<file path="src/rtl/conv_strip_scheduler_pkg.sv">
// Shared state encoding and default geometry for the strip scheduler and its result FIFO.
package conv_strip_scheduler_pkg;

    localparam int STRIP_COLS = 224;
    localparam int STRIP_ROWS = 30;
    localparam int KERNEL_DIM = 3;

    // Valid-convolution output count of one strip: (cols-2) x (rows-2) for a 3x3 kernel.
    function automatic int conv_out_count(input int cols, input int rows, input int k);
        return (cols - k + 1) * (rows - k + 1);
    endfunction

    localparam int DEF_OUT_PER_STRIP = conv_out_count(STRIP_COLS, STRIP_ROWS, KERNEL_DIM);
    localparam int DEF_DATA_W        = 23;
    localparam int DEF_ADDR_W        = 13;

    typedef enum logic [2:0] {
        IDLE      = 3'd0,
        CLEAR     = 3'd1,
        LAUNCH    = 3'd2,
        WAIT_DONE = 3'd3,
        DRAIN     = 3'd4,
        FINISH    = 3'd5,
        ERROR     = 3'd6
    } sched_state_t;

endpackage

</file>
<file path="src/rtl/conv_result_fifo.sv">
// Small synchronous FIFO with occupancy count; head is read combinationally and holds until popped.
module conv_result_fifo #(
    parameter int DEPTH = 3,
    parameter int WIDTH = 8,
    parameter int CNT_W = $clog2(DEPTH + 1)
) (
    input  logic             clk,
    input  logic             reset,
    input  logic             push,
    input  logic [WIDTH-1:0] push_data,
    input  logic             pop,
    output logic [WIDTH-1:0] head,
    output logic             empty,
    output logic [CNT_W-1:0] count
);

    localparam int PTR_W = (DEPTH > 1) ? $clog2(DEPTH) : 1;
    localparam logic [PTR_W-1:0] LAST_PTR = PTR_W'(DEPTH - 1);

    logic [WIDTH-1:0] mem [DEPTH];
    logic [PTR_W-1:0] wr_ptr, rd_ptr;
    logic             full, do_push, do_pop;

    assign empty   = (count == '0);
    assign full    = (count == CNT_W'(DEPTH));
    assign do_push = push && !full;
    assign do_pop  = pop && !empty;
    assign head    = mem[rd_ptr];

    // Storage is cleared on reset so the result outputs read zero out of reset.
    always_ff @(posedge clk or posedge reset) begin
        if (reset) begin
            for (int i = 0; i < DEPTH; i++) mem[i] <= '0;
            wr_ptr <= '0;
            rd_ptr <= '0;
            count  <= '0;
        end else begin
            if (do_push) begin
                mem[wr_ptr] <= push_data;
                wr_ptr      <= (wr_ptr == LAST_PTR) ? '0 : wr_ptr + 1'b1;
            end
            if (do_pop) begin
                rd_ptr <= (rd_ptr == LAST_PTR) ? '0 : rd_ptr + 1'b1;
            end
            count <= count + CNT_W'(do_push) - CNT_W'(do_pop);
        end
    end

endmodule

</file>
<file path="src/rtl/conv_strip_scheduler.sv">
// Frame controller: resets/launches all strip units, waits for done, then drains results in strip order.
// Optional watchdog in WAIT_DONE is compiled in with `define SCHED_TIMEOUT_EN.
module conv_strip_scheduler
    import conv_strip_scheduler_pkg::*;
#(
    parameter int NUM_STRIPS    = 8,
    parameter int OUT_PER_STRIP = DEF_OUT_PER_STRIP,
    parameter int ADDR_W        = DEF_ADDR_W,
    parameter int DATA_W        = DEF_DATA_W,
    parameter int RD_LAT        = 2,
    parameter int TIMEOUT       = 1048576
) (
    input  logic                           clk,
    input  logic                           reset,
    input  logic                           frame_start,
    input  logic                           kernel_read_complete,
    input  logic [NUM_STRIPS-1:0]          strip_done,
    input  logic [NUM_STRIPS*DATA_W-1:0]   strip_out,
    output logic                           strip_rst,
    output logic                           strip_start,
    output logic [ADDR_W-1:0]              strip_addr,
    output logic                           out_valid,
    input  logic                           out_ready,
    output logic [DATA_W-1:0]              out_data,
    output logic [$clog2(NUM_STRIPS)-1:0]  out_strip,
    output logic                           out_last,
    output logic                           busy,
    output logic                           frame_done,
    output logic                           timeout_err,
    output logic [2:0]                     state_dbg
);

    localparam int SEL_W  = $clog2(NUM_STRIPS);
    localparam int FIFO_D = RD_LAT + 1;
    localparam int CNT_W  = $clog2(FIFO_D + 1);
    localparam int FIFO_W = 1 + SEL_W + DATA_W;
    localparam logic [SEL_W-1:0]  LAST_SEL  = SEL_W'(NUM_STRIPS - 1);
    localparam logic [ADDR_W-1:0] LAST_ADDR = ADDR_W'(OUT_PER_STRIP - 1);

    sched_state_t      state_q, state_d;
    logic              clear_cnt_q;
    logic [SEL_W-1:0]  sel_q, next_sel;
    logic [ADDR_W-1:0] next_addr;
    logic              next_last, issue, first_issue, room, all_issued, pop;
    logic [RD_LAT-1:0] pipe_vld_q, pipe_last_q;
    logic [SEL_W-1:0]  pipe_sel_q [RD_LAT];
    logic [FIFO_W-1:0] push_data, head;
    logic              fifo_empty;
    logic [CNT_W-1:0]  fifo_count;
    logic [DATA_W-1:0] sampled;

    // Result stream: a beat transfers on a cycle with out_valid && out_ready; while out_valid is
    // high and out_ready low the beat (data, strip, last) is held and out_valid never drops.
    assign pop        = out_valid && out_ready;
    assign all_issued = (sel_q == LAST_SEL) && (strip_addr == LAST_ADDR);
    // Reserve a FIFO slot per read in flight; a pop this cycle frees one, keeping full rate.
    assign room       = (int'(fifo_count) + $countones(pipe_vld_q)) < (FIFO_D + int'(pop));
    assign busy       = (state_q != IDLE);
    assign state_dbg  = state_q;

`ifdef SCHED_TIMEOUT_EN
    localparam int WD_W = $clog2(TIMEOUT + 1);
    logic [WD_W-1:0] wd_cnt_q;
    logic            wd_hit;

    assign wd_hit      = (wd_cnt_q == WD_W'(TIMEOUT - 1));
    assign timeout_err = (state_q == ERROR);

    always_ff @(posedge clk or posedge reset) begin
        if (reset)                    wd_cnt_q <= '0;
        else if (state_q == WAIT_DONE) wd_cnt_q <= wd_cnt_q + 1'b1;
        else                          wd_cnt_q <= '0;
    end
`else
    logic [31:0] unused_timeout;
    assign unused_timeout = TIMEOUT;
    assign timeout_err    = 1'b0;
`endif

    always_ff @(posedge clk or posedge reset) begin
        if (reset) state_q <= IDLE;
        else       state_q <= state_d;
    end

    always_comb begin
        state_d     = state_q;
        issue       = 1'b0;
        first_issue = 1'b0;
        strip_rst   = 1'b0;
        strip_start = 1'b0;
        frame_done  = 1'b0;
        unique case (state_q)
            IDLE: begin
                if (frame_start && kernel_read_complete) state_d = CLEAR;
            end
            CLEAR: begin
                strip_rst = 1'b1;
                if (clear_cnt_q) state_d = LAUNCH;
            end
            LAUNCH: begin
                strip_start = 1'b1;
                state_d     = WAIT_DONE;
            end
            WAIT_DONE: begin
                strip_start = 1'b1;
                if (&strip_done) begin
                    state_d     = DRAIN;
                    issue       = 1'b1;
                    first_issue = 1'b1;
                end
`ifdef SCHED_TIMEOUT_EN
                else if (wd_hit) begin
                    state_d = ERROR;
                end
`endif
            end
            DRAIN: begin
                issue = room && !all_issued;
                if (pop && out_last) state_d = FINISH;
            end
            FINISH: begin
                frame_done = 1'b1;
                state_d    = IDLE;
            end
`ifdef SCHED_TIMEOUT_EN
            ERROR: begin
                state_d = ERROR;
            end
`endif
            default: state_d = IDLE;
        endcase
    end

    // Position of the read being issued; strip_addr/sel_q always hold the last issued position.
    always_comb begin
        next_sel  = sel_q;
        next_addr = strip_addr;
        if (first_issue) begin
            next_sel  = '0;
            next_addr = '0;
        end else if (strip_addr == LAST_ADDR) begin
            next_sel  = sel_q + 1'b1;
            next_addr = '0;
        end else begin
            next_addr = strip_addr + 1'b1;
        end
        next_last = (next_sel == LAST_SEL) && (next_addr == LAST_ADDR);
    end

    always_ff @(posedge clk or posedge reset) begin
        if (reset) begin
            clear_cnt_q <= 1'b0;
            sel_q       <= '0;
            strip_addr  <= '0;
            pipe_vld_q  <= '0;
            pipe_last_q <= '0;
            for (int i = 0; i < RD_LAT; i++) pipe_sel_q[i] <= '0;
        end else begin
            clear_cnt_q <= (state_q == CLEAR) ? !clear_cnt_q : 1'b0;
            if (issue) begin
                sel_q      <= next_sel;
                strip_addr <= next_addr;
            end
            pipe_vld_q[0]  <= issue;
            pipe_last_q[0] <= issue && next_last;
            pipe_sel_q[0]  <= next_sel;
            for (int i = 1; i < RD_LAT; i++) begin
                pipe_vld_q[i]  <= pipe_vld_q[i-1];
                pipe_last_q[i] <= pipe_last_q[i-1];
                pipe_sel_q[i]  <= pipe_sel_q[i-1];
            end
        end
    end

    // Read data is captured RD_LAT edges after the address changed, tagged with its issuing strip.
    assign sampled   = strip_out[int'(pipe_sel_q[RD_LAT-1]) * DATA_W +: DATA_W];
    assign push_data = {pipe_last_q[RD_LAT-1], pipe_sel_q[RD_LAT-1], sampled};

    conv_result_fifo #(
        .DEPTH (FIFO_D),
        .WIDTH (FIFO_W),
        .CNT_W (CNT_W)
    ) u_result_fifo (
        .clk       (clk),
        .reset     (reset),
        .push      (pipe_vld_q[RD_LAT-1]),
        .push_data (push_data),
        .pop       (pop),
        .head      (head),
        .empty     (fifo_empty),
        .count     (fifo_count)
    );

    assign out_valid                      = !fifo_empty;
    assign {out_last, out_strip, out_data} = head;

endmodule
</file>
<file path="config.mk">
export PLATFORM = sky130hd
export DESIGN_NAME = conv_strip_scheduler
export DESIGN_NICKNAME = d
export VERILOG_FILES = /design/src/rtl/conv_strip_scheduler_pkg.sv /design/src/rtl/conv_result_fifo.sv /design/src/rtl/conv_strip_scheduler.sv
export SDC_FILE = /design/constraint.sdc
export NUM_CORES = 1
export LEC_CHECK = 0
export ABC_AREA = 1
export CELL_PAD_IN_SITES_DETAIL_PLACEMENT = 1
export CELL_PAD_IN_SITES_GLOBAL_PLACEMENT = 1
export CORE_ASPECT_RATIO = 0.7
export CORE_MARGIN = 2
export CORE_UTILIZATION = 33
export CTS_BUF_LIST = sky130_fd_sc_hd__clkbuf_4
export CTS_CLUSTER_SIZE = 25
export DETAILED_ROUTE_END_ITERATION = 16
export PLACE_DENSITY_LB_ADDON = 0.1
export SYNTH_ARGS = -nofsm -noshare
export SYNTH_HDL_FRONTEND = slang
export SYNTH_SLANG_ARGS = --single-unit
</file>
<file path="constraint.sdc">
create_clock -name clk -period 4.42 [get_ports clk]
set_input_delay 0.884 -clock clk [delete_from_list [all_inputs] [get_ports clk]]
set_output_delay 0.884 -clock clk [all_outputs]
set_load 0.05 [all_outputs]
</file>
# Yosys cells after proc, flatten, opt, wreduce, memory -nomap -nowiden
# Cells that the tools add are included.
[classes] reduce_logical=20 mux=24 bitwise=2 addsub=9 n_eq_ne=16 mul=1 shift=1 order_cmp=4
[op_table] cell="$shiftx 184x9->23" count=1
[op_table] cell="$bwmux 81" count=1
[op_table] cell="$mux 27" count=3
[op_table] cell="$bmux 27 s2" count=1
[op_table] cell="$demux 27 s2" count=1
[op_table] cell="$eq 13x13->1 const B" count=2
[op_table] cell="$mux 13" count=2
[op_table] cell="$mux 3" count=6
[op_table] cell="$pmux 3 s5" count=1
[op_table] cell="$add 13x1->13 const B" count=1
[op_table] cell="$eq 3x3->1 const B" count=4
[op_table] cell="$logic_and 1x1->1" count=10
[op_table] cell="$mul 3x5->8 const B" count=1
[op_table] cell="$ne 2x2->1 const B" count=4
[op_table] cell="$reduce_and 8->1" count=1
[op_table] cell="$eq 2x2->1 const B" count=3
[op_table] cell="$eq 3x2->1 const B" count=2
[op_table] cell="$ge 3x3->1 const B" count=2
[op_table] cell="$mux 1" count=6
[op_table] cell="$not 2->3" count=2
[op_table] cell="$add 2x1->2 const B" count=2
[op_table] cell="$logic_not 1->1" count=4
[op_table] cell="$mux 2" count=2
[op_table] cell="$reduce_and 4->1" count=1
[op_table] cell="other kinds (14)" count=14
[totals] register_bits=117 output_inout_bits=49 wordCells=91 inputBits=197

# Depth between registers and ports, before layout
[depth] ltp_word=8 mapped_depth=14 depth_no_buf=13

# Hierarchy
# A second synthesis with hierarchy kept.
[unflattened] cells_unflattened=1155 area_unflattened_um2=8047.7
[modules_own_cells] mod="conv_result_fifo" area_per_inst_um2=4674.5 instances=1 cells_per_inst=574 seq_area_each_um2=2177.1
[modules_own_cells] mod="conv_strip_scheduler" area_per_inst_um2=3373.2 instances=1 cells_per_inst=581 seq_area_each_um2=750.7

# Worst setup path before layout
# OpenSTA, ideal clock, no wires.
[synth_timing] path_kind="reg2out" from="register u_result_fifo.rd_ptr[1]" to="output port out_data[10]" path_stages_with_launch=6 t_arrival_ns=1.951 n_path_buf=2 t_required_ns=3.536 slack_ns=1.585 cell_sequence="dfrtp_1 > clkbuf_1 > inv_1 > clkbuf_1 > o21ai_0 > o21ai_0"
[synth_between] elab_chain_cells=4
[synth_rtl] element="start, declared" line_no="conv_result_fifo.sv:21" source="logic [PTR_W-1:0] wr_ptr, rd_ptr;"
[synth_rtl] element="start signal, assigned" line_no="conv_result_fifo.sv:43" source="rd_ptr <= (rd_ptr == LAST_PTR) ? '0 : rd_ptr + 1'b1;"
[synth_rtl] element="$not 2->3 (not written as such)" line_no="conv_result_fifo.sv:28" source="assign head = mem[rd_ptr];"
[synth_rtl] element="$bmux 27 s2" line_no="conv_result_fifo.sv:28"
[synth_rtl] element="$mux 27 (not written as such) (2 in series)" line_no="conv_result_fifo.sv:28"
[synth_rtl] element="end, declared" line_no="conv_strip_scheduler.sv:24" source="output logic [DATA_W-1:0] out_data,"
# No other way between the ends. The select of a mux whose other input is x is not followed.

# Worst setup path after layout
[layout_timing] from="register u_result_fifo.rd_ptr[0]" to="output port out_data[6]"
# Same word-level chain as after synthesis.

==> impl_metrics.env <==
export IMPL_htree_num_levels=4
export IMPL_timing_max_slew_rel_slack=0.282
export IMPL_synth_top_cells_by_area="sky130_fd_sc_hd__dfrtp_1 40%, sky130_fd_sc_hd__o21ai_0 8.8%, sky130_fd_sc_hd__nor2_1 8.1%, sky130_fd_sc_hd__nand2_1 8.0%, sky130_fd_sc_hd__o21ai_1 7.2%"
export IMPL_grt_max_degree=95
export IMPL_via_per_inst=5.12
export IMPL_cp_max_fo=25
export IMPL_worst_hold_path_endpoint="pipe_last_q[1]"
export IMPL_area_growth_synth_to_final_pct=38.5
export IMPL_holdPathStages=0
export IMPL_synthCells=965
export IMPL_timing_worst_slew_pin_value_ns=1.08
export IMPL_rrSetupSlack_ns=1.68
export IMPL_detailedRoute_firstPassIterationCount=5
export IMPL_timing_final_setup_violations=0
export IMPL_grt_pass1_wl_microns=44100
export IMPL_worst_hold_startpoint="pipe_last_q[0]"
export IMPL_cts_setup_buffers=0
export IMPL_yosys_area_top_type="sky130_fd_sc_hd__dfrtp_1"
export IMPL_die_height_microns=128
export IMPL_worstSkewPairLatency_ns=0.56
export IMPL_outcome="completed"
export IMPL_total_power_mw=7.00
export IMPL_fillers=2654
export IMPL_cp_data_required_time_ns=3.54
export IMPL_cts_root_buffer_cell="sky130_fd_sc_hd__clkbuf_4"
export IMPL_setup_tns_ns=0
export IMPL_grt_overflow_total=0
export IMPL_cts_sink_cnt=117
export IMPL_rsz0062_at_grt="no"
export IMPL_gp_routability_congestion=0.846
export IMPL_synth_main_ff_cell="sky130_fd_sc_hd__dfrtp_1"
export IMPL_finalMaxSlewViolations=0
export IMPL_tritoncts="built"
export IMPL_post_route_cells_drive_above_1_share=0.0895
export IMPL_antenna_violating_nets_post_route=0
export IMPL_final_setup_skew_ns=0.0377
export IMPL_crit_arrival_ns=2.93
export IMPL_vdd_ir_drop_worst_v=0.000347
export IMPL_wire_per_inst_microns=19.3
export IMPL_post_cts_resized_instances=0
export IMPL_die_w_microns=181
export IMPL_mean_area_per_synthesized_cell_sq_um=7.50
export IMPL_port_buffer_count=244
export IMPL_max_cap_violations=0
export IMPL_final_util=0.464
export IMPL_number_of_unique_standard_cell_types_used_by_synthesis=40
export IMPL_number_of_buffers_created_by_cts=17
export IMPL_syn_area_sq_um=7240
export IMPL_synth_top_area_frac=0.404
export IMPL_power_per_cell_area_nw_per_um2=698
export IMPL_sequential_cell_area_sq_um=2930
export IMPL_worst_setup_hold_path_clk_slew_ns=0.14
export IMPL_ys_seq_area_frac=0.404
export IMPL_yosys_warnings=0
export IMPL_kind_of_launch_point_of_the_worst_setup_path="flop"
export IMPL_reg2reg_from="pipe_vld_q[0]"
export IMPL_synth_async_reset_ratio=1.00
export IMPL_die_area_sq_um=23200
export IMPL_period_needed_ns=3.82
export IMPL_drt_iter0_markers=490
export IMPL_hp_class="flop to flop"
export IMPL_final_routed_wirelength_microns=28400
export IMPL_fin_area_sq_um=10000
export IMPL_multiInputGateArea_sq_um=3730
export IMPL_final_hold_viol_count=0
export IMPL_finalHoldWorstSlack_ns=0.368
export IMPL_leakagePower_nw=4.28
export IMPL_detail_route_drc_violations=0
export IMPL_boundaryPins=246
export IMPL_cts_max_path_buffers=2
export IMPL_worstRegToRegCells=11
export IMPL_final_period_utilization=0.863
export IMPL_critical_path_startpoint="u_result_fifo.rd_ptr[0]"
export IMPL_fmax_ghz=0.262
export IMPL_regToRegEndpoint="strip_addr[1]"
export IMPL_postSynthRegisterBits=117
export IMPL_core_area_sq_um=21600
export IMPL_detailed_place_hpwl_microns=21300
export IMPL_timing_setup_critical_path_class="flop to primary output"
export IMPL_grt_antenna_before_repair=3
export IMPL_synth_edff_count=0
export IMPL_grt_pass1_vias=7687
export IMPL_finalNetCount=1378
export IMPL_grt_use_total=0.249
export IMPL_syn_num_nets=1171
export IMPL_route_vias_total=7523
export IMPL_initial_core_utilization=0.335
export IMPL_rows=45
export IMPL_critical_path_endpoint_type="primary output"
export IMPL_post_dp_cell_area_sq_um=9740
export IMPL_cts_hold_buf=0
[worst max path at each step]
| stage | endpoint | slack, ns | depth (start not counted) |
|---|---|---|---|
| finish | out_data[6] | 0.60 | 4 |
| CTS | out_data[6] | 0.61 | 4 |
| detailed placement | strip_addr[8] | 1.22 | 12 |
| global placement | strip_addr[8] | 1.33 | 12 |
| global route | out_data[15] | 0.38 | 4 |
| floorplan | clear_cnt_q | 0.44 | 1 |
[synthesized netlist by cell type (6+ instances only)]
library cell and n:
sky130_fd_sc_hd__nor2_1 156, sky130_fd_sc_hd__o22ai_1 23, sky130_fd_sc_hd__buf_2 16, sky130_fd_sc_hd__o21ai_2 13, sky130_fd_sc_hd__o21ai_0 127, sky130_fd_sc_hd__mux2i_1 23, sky130_fd_sc_hd__ha_1 8, sky130_fd_sc_hd__nand2_1 155
sky130_fd_sc_hd__clkbuf_1 30, sky130_fd_sc_hd__inv_1 37, sky130_fd_sc_hd__a21oi_1 8, sky130_fd_sc_hd__inv_2 14, sky130_fd_sc_hd__nand2_2 6, sky130_fd_sc_hd__buf_6 10, sky130_fd_sc_hd__nand3_1 45, sky130_fd_sc_hd__o21ai_1 104
sky130_fd_sc_hd__dfrtp_1 117, sky130_fd_sc_hd__o211ai_1 24
[power by group]
part	switching (mW)	leakage, nW	internal [mW]
Combinational	2.91	2.84	1.43
Clock	0.523	0.158	0.307
Sequential	0.409	1.28	1.42
Total	3.84	4.28	3.16
[flip-flops by register name (all words and copies together) (netlist names)]
name,cells
sel_q,3
pipe_sel_q,6
u_result_fifo.rd_ptr,2
state_dbg,3
strip_addr,13
clear_cnt_q,1
pipe_vld_q,2
pipe_last_q,2
u_result_fifo.mem,81
u_result_fifo.count,2
u_result_fifo.wr_ptr,2
[worst max-delay path, cell delays in order, from the launching register on]
cell	delay, ns
sky130_fd_sc_hd__dfrtp_1	0.40
sky130_fd_sc_hd__inv_1	0.68
sky130_fd_sc_hd__o21ai_0	0.25
sky130_fd_sc_hd__o21ai_0	0.21
sky130_fd_sc_hd__clkdlybuf4s50_1	0.82
[final cells by class]
cell class,count,area share
clock buffer,17,0.0127
timing repair buffer,256,0.252
tap,282,0.0352
inverter,51,0.0193
multi-input combinational,729,0.372
clock inverter,15,0.0160
antenna,2,0.000499
sequential,117,0.293
[through the flow]
stage	setup WS, ns	std cells
finish	0.604	1469
global route	0.378	1468
CTS	0.611	1467
detailed placement	1.22	1435
global placement	1.33	1435
floorplan	0.435	965
[kinds of logic (layout without fill, tap and decap cells)]
family / Yosys count / count (layout) / synth area share
and+or+nand+nor: 391 / 391 / 0.232
AOI/OAI and AO/OA: 301 / 301 / 0.229
buffers and inverters: 119 / 339 / 0.0812
DFF: 117 / 117 / 0.404
muxes: 23 / 23 / 0.0318
adders and majority gates: 9 / 9 / 0.0166
xor gates and xnor gates: 4 / 4 / 0.00484
other: 1 / 3 / 0.000518
[cell usage in the layout, fill, tap and decap left out, drive strengths merged, types with 8 or more instances in the layout]
cell type / instances
o21ai: 244
clkdlybuf4s50: 238
nor2: 163
nand2: 162
dfrtp: 117
inv: 61
nand3: 51
o211ai: 24
mux2i: 23
o22ai: 23
buf: 18
clkbuf: 17
a21oi: 8
ha: 8
[metal layers]
layer / part of all wire / track usage
met4: 0.011 / 0.0507
met3: 0.059 / 0.0679
met1: 0.50 / 0.355
met2: 0.43 / 0.378
met5: 0.00039 / 0
(Power assumes the default switching activity.)
